## src/rtl/shared_pkg.sv

```systemverilog
// Shared definitions for the instruction-memory boot loader.
package shared_pkg;

   // Loader sequencing states
   typedef enum logic [2:0] {
      IDLE    = 3'd0,
      COLLECT = 3'd1,
      WRITE   = 3'd2,
      DONE    = 3'd3,
      ERROR   = 3'd4
   } boot_state_e;

   // Bytes packed into one instruction word
   localparam int BOOT_WORD_BYTES = 4;

   // Cycles tolerated in COLLECT without an accepted byte
   localparam int DEFAULT_TIMEOUT_CYC = 1024;

   // Width of a counter that must hold values 0..max_val
   function automatic int cnt_width(input int max_val);
      return (max_val < 2) ? 1 : $clog2(max_val + 1);
   endfunction

endpackage

```

## src/rtl/boot_word_packer.sv

```systemverilog
// Packs accepted bytes little-endian into a 32-bit word and flags the
// byte that completes the word.
module boot_word_packer
   import shared_pkg::*;
(
   input  logic        clk,
   input  logic        rst,
   input  logic        clear,
   input  logic        accept,
   input  logic [7:0]  byte_in,
   output logic [31:0] word,
   output logic        word_full
);

   localparam int IDX_W = $clog2(BOOT_WORD_BYTES);

   logic [IDX_W-1:0] idx;

   // The accept that lands on the last byte lane completes the word
   assign word_full = accept && (idx == IDX_W'(BOOT_WORD_BYTES - 1));

   // Byte lane index and word assembly; index wraps naturally after lane 3
   always_ff @(posedge clk or posedge rst) begin
      if (rst) begin
         idx  <= '0;
         word <= '0;
      end else if (clear) begin
         idx  <= '0;
      end else if (accept) begin
         word[{idx, 3'b000} +: 8] <= byte_in;
         idx                      <= idx + IDX_W'(1);
      end
   end

endmodule

```

## src/rtl/imem_boot_loader.sv

```systemverilog
// Boot loader: streams bytes into instruction memory word by word and
// holds the core in reset until the whole image has been written.
module imem_boot_loader
   import shared_pkg::*;
#(
   parameter  int INSTR_MEM_DEPTH = 20,
   parameter  int TIMEOUT_CYC     = DEFAULT_TIMEOUT_CYC,
   localparam int ADDR_W          = $clog2(INSTR_MEM_DEPTH),
   localparam int WC_W            = $clog2(INSTR_MEM_DEPTH + 1)
)(
   input  logic              clk,
   input  logic              RST,
   input  logic              boot_start,
   input  logic [7:0]        rx_data,
   input  logic              rx_valid,
   output logic              rx_ready,
   output logic              imem_we,
   output logic [ADDR_W-1:0] imem_addr,
   output logic [31:0]       imem_wdata,
   output logic              core_rst_n,
   output logic              boot_busy,
   output logic              boot_done,
   output logic              boot_err,
   output logic [WC_W-1:0]   word_count
);

   localparam int TO_W = cnt_width(TIMEOUT_CYC - 1);

   boot_state_e       state, state_n;
   logic [ADDR_W-1:0] addr_n;
   logic [WC_W-1:0]   wc_n;
   logic [TO_W-1:0]   tcnt, tcnt_n;
   logic              accept;
   logic              pk_clear;
   logic              word_full;

   // Handshake decoded from state only, so rx_ready never depends on inputs
   assign rx_ready   = (state == COLLECT);
   assign accept     = rx_ready && rx_valid;
   assign imem_we    = (state == WRITE);
   assign core_rst_n = (state == DONE);
   assign boot_done  = (state == DONE);
   assign boot_err   = (state == ERROR);
   assign boot_busy  = (state == COLLECT) || (state == WRITE);

   boot_word_packer u_packer (
      .clk       (clk),
      .rst       (RST),
      .clear     (pk_clear),
      .accept    (accept),
      .byte_in   (rx_data),
      .word      (imem_wdata),
      .word_full (word_full)
   );

   // State, address, word counter and timeout registers
   always_ff @(posedge clk or posedge RST) begin
      if (RST) begin
         state      <= IDLE;
         imem_addr  <= '0;
         word_count <= '0;
         tcnt       <= '0;
      end else begin
         state      <= state_n;
         imem_addr  <= addr_n;
         word_count <= wc_n;
         tcnt       <= tcnt_n;
      end
   end

   // Next-state, address/count update and timeout supervision
   always_comb begin
      state_n  = state;
      addr_n   = imem_addr;
      wc_n     = word_count;
      tcnt_n   = tcnt;
      pk_clear = 1'b0;
      case (state)
         IDLE, DONE, ERROR: begin
            if (boot_start) begin
               state_n  = COLLECT;
               addr_n   = '0;
               wc_n     = '0;
               tcnt_n   = '0;
               pk_clear = 1'b1;
            end
         end
         COLLECT: begin
            if (word_full) begin
               state_n = WRITE;
               tcnt_n  = '0;
            end else if (accept) begin
               tcnt_n  = '0;
            end else if (tcnt == TO_W'(TIMEOUT_CYC - 2)) begin
               // Counter would reach TIMEOUT_CYC-1: abort and drop the partial word
               state_n  = ERROR;
               tcnt_n   = '0;
               pk_clear = 1'b1;
            end else begin
               tcnt_n  = tcnt + TO_W'(1);
            end
         end
         WRITE: begin
            wc_n   = word_count + WC_W'(1);
            tcnt_n = '0;
            if (word_count == WC_W'(INSTR_MEM_DEPTH - 1)) begin
               // Final word: address stays on the last location
               state_n = DONE;
            end else begin
               addr_n  = imem_addr + ADDR_W'(1);
               state_n = COLLECT;
            end
         end
         default: begin
            state_n = IDLE;
         end
      endcase
   end

endmodule

```

## config.mk

```make
export PLATFORM = sky130hd
export DESIGN_NAME = imem_boot_loader
export DESIGN_NICKNAME = d
export VERILOG_FILES = /design/src/rtl/shared_pkg.sv /design/src/rtl/boot_word_packer.sv /design/src/rtl/imem_boot_loader.sv
export SDC_FILE = /design/constraint.sdc
export NUM_CORES = 1
export LEC_CHECK = 0
export ABC_CLOCK_PERIOD_IN_PS = 2600
export CORE_MARGIN = 4
export CORE_UTILIZATION = 40
export DETAILED_ROUTE_END_ITERATION = 6
export GPL_TIMING_DRIVEN = 0
export PLACE_DENSITY = 0.62
export REMOVE_ABC_BUFFERS = 1
export SYNTH_ARGS = -nofsm -noshare
export SYNTH_HDL_FRONTEND = slang
export SYNTH_SLANG_ARGS = --single-unit
```

## constraint.sdc

```tcl
create_clock -name clk -period 2.6 [get_ports clk]
set_input_delay 0.26 -clock clk [delete_from_list [all_inputs] [get_ports clk]]
set_output_delay 0.26 -clock clk [all_outputs]
set_load 0.1 [all_outputs]
```

==> flow_summary.yaml, run 1 <==
finish:
  diodes: 0
  area_delta_synth_final_pct: 32.11
  layout-drive-gt1-share: 0.06575
  nets: 381
  utilization: 0.5418
  final_cell_mix: "nand2_1, dfrtp_1, clkdlybuf4s50_1"
  final_area_um2: 3681
  stdcell_count: 461
  mostFrequentLayoutCell: "nand2_1"
placement:
  gp_congestion: 0.7574
  dp.cells: 445
  placed_cell_area_um2: 3448
  post-dp-hpwl_um: 4601
  post-place-ws_ps: 114.3
  portBuffers: 59
job:
  drv_cap: 0
timing:
  hold_viol: 0
  worst_clock_skew_ps: 9.638
  final.setup.tns_ps: 0
  rsz0062_at_grt: "false"
  fin_crit_ps: 2453
  fmax_mhz: 407.7
  setup_ws_ps: 146.9
  worst_pin_slew_ps: 1003
  relSlewSlack: 0.3296
  timing.hold.ws_ps: 274.6
  setup_viol_count_final: 0
  period_share: 0.9435
  maxSlewViolCount: 0
clocking:
  clock_latency_ps: 330
  root_buffer: "clkbuf_8"
  path_clk_slew_ps: 70
  cts_setup_buffers: 0
  cts_hold_buffers: 0
  cts.sinks: 57
  cts_tree: "done"
  h-tree-depth: 3
  clockBufferDepth: 2
  cts_buffers: 9
critical_path:
  cp_slowest_cell: "dlygate4sd2_1"
  start_kind: "flop"
  end_kind: "output port"
  required_ps: 2340
  rr_endpoint: "u_packer.word[29]"
  cp_max_fo: 11
  cp_cell_sequence: "and2b_1 > nand2b_1 > nand2_1 > dlygate4sd2_1"
  crit_type: "reg -> out"
  crit_arrival_ps: 2190
  regToRegSetupSlack_ps: 430
  critical_path.startpoint: "state[2]"
  r2r.worst_path.cells: 5
  worst_path_largest_cell_delay_ps: 860
  reg2reg_from: "u_packer.idx[0]"
grt:
  grt_use_total: 0.1664
  met2_usage: 0.2435
  gr-usage-met3: 0.03645
  use_met1: 0.2403
  grt-ovfl-total: 0
  busiest_layer: "met2"
  grt_pass1_wl_um: 11210
  grt_pass1_vias: 2269
  grt_max_degree: 37
  antenna_found_initial: 0
status:
  outcome: "finished clean"
pwr:
  p_clk_frac: 0.228
  p_leak_nw: 1.574
  internal-power_mw: 2.212
  p_sw_frac: 0.5011
  power_switching_mw: 2.223
  powerDensity_nw_per_um2: 1205
  finalPower_mw: 4.435
  comb_power_share: 0.497
  seq_power_share: 0.275
  vdd_drop_max_mv: 0.5926
synthesis:
  synth_area_um2: 2786
  ys_ff_latch: 57
  synth.top_cell.area_share: 0.5119
  yosys-top-cells-area: "dfrtp_1, nand2_1, o21ai_0"
  ys_seq_area_frac: 0.5119
  yosys.area.top_type: "dfrtp_1"
  ys_warn_count: 0
  syn_inst: 299
  ys_types: 41
  syn_avg_cell_area_um2: 9.319
worst_hold_path:
  hp-class: "in -> async"
route:
  vias_per_cell: 5.017
  wl_per_cell_um: 14.15
  drt_wl_total_um: 6522
  drt_pass1_iterations: 4
  first_iter_violations: 74
  postRouteAntennaNets: 0
  vias: 2313
  drc: 0
floorplan:
  io_pins: 60
  dieArea_um2: 8365
  row_count: 30
  die_h_um: 91.46
  dieWidth_um: 91.46
  initial_core_util: 0.4101
  core_area_um2: 6794
metal layers:
metal / vias up / wire length, um
met5: - / 0
met4: 0 / 81
met3: 8 / 269
met2: 54 / 2849
met1: 1085 / 3322
li1: 1166 / -
power groups by stage:
stage / clock (mW) / combinational [mW] / sequential [mW]
CTS: 1.04 / 2.22 / 1.22
floorplan: 0 / 0.632 / 2.29
finish: 1.01 / 2.20 / 1.22
global route: 1.08 / 2.33 / 1.25
global placement: 0 / 2.21 / 1.23
detailed placement: 0 / 2.23 / 1.24
Yosys cell counts (all sizes together):
| master | count |
|---|---|
| a211oi | 1 |
| a21o | 2 |
| a21oi | 10 |
| a221o | 1 |
| a31o | 1 |
| and2b | 1 |
| and3 | 2 |
| and3b | 1 |
| and4 | 1 |
| and4bb | 1 |
| buf | 9 |
| clkbuf | 1 |
| clkinv | 1 |
| dfrtp | 57 |
| ha | 9 |
| inv | 10 |
| mux2i | 2 |
| nand2 | 87 |
| nand2b | 1 |
| nand3 | 6 |
| nand3b | 2 |
| nand4 | 7 |
| nand4bb | 1 |
| nor2 | 6 |
| nor2b | 1 |
| nor3 | 2 |
| nor3b | 3 |
| nor4b | 1 |
| o211ai | 4 |
| o21a | 3 |
| o21ai | 43 |
| o31ai | 8 |
| o32ai | 1 |
| or3 | 2 |
| or4 | 9 |
| xor2 | 2 |
final cells by class:
cell class	count	area (um^2)
fill	648	3113
sequential	57	1426
multi-input combinational	221	1250
timing repair buffer	60	599.3
clock buffer	11	141.4
tap	96	120.1
clock inverter	5	102.6
inverter	11	41.29
sequential cells by signal, summed over array words and instances (netlist names):
register	flops
tcnt	10
u_packer.word	32
word_count	5
u_packer.idx	2
imem_addr	5
state	3
worst max-delay path: cells and delay by family (launching register included):
family                 cells  cell delay [ps]
buffers and inverters      1              860
flip-flops                 1              510
AND/OR/NAND/NOR            3              500
worst max path at each step:
stage / cells past startpoint / endpoint
finish: 4 / boot_busy
global route: 4 / boot_busy
CTS: 4 / imem_we
detailed placement: 4 / imem_we
global placement: 2 / u_packer.word[28]
floorplan: 3 / imem_addr[1]
cells by family after synthesis:
group           count (synthesis)  synth area share
mux                             2          0.007185
fa+ha+maj                       9           0.04041
xor+xnor                        2          0.006288
compound gates                 74            0.1599
simple gates                  134            0.2348
flops                          57            0.5119
buf+inv                        21           0.03951
repair_timing:
item	in CTS	in global routing
gates resized for setup	6	2
setup endpoints to repair	6	1
hold endpoints to repair	0	0
Note: power is estimated with default switching activity, not from simulation.
==> run 2, diff against run 1 <==
- ABC_CLOCK_PERIOD_IN_PS: 2600 -> 2620
- clock period: 2.6 -> 2.62 ns (I/O delays scaled with it)
==> results of run 2 <==
Same layout as run 1 (identical final DEF). Status: finished clean.
Among the figures that moved: setup slack after placement 114.3 ps -> 132.3 ps; setup slack after layout 146.9 ps -> 164.9 ps; hold slack 274.6 ps -> 276.6 ps; register-to-register setup slack 430 ps -> 450 ps; total power 4.435 mW -> 4.401 mW; worst IR drop on VDD 0.5926 mV -> 0.5881 mV
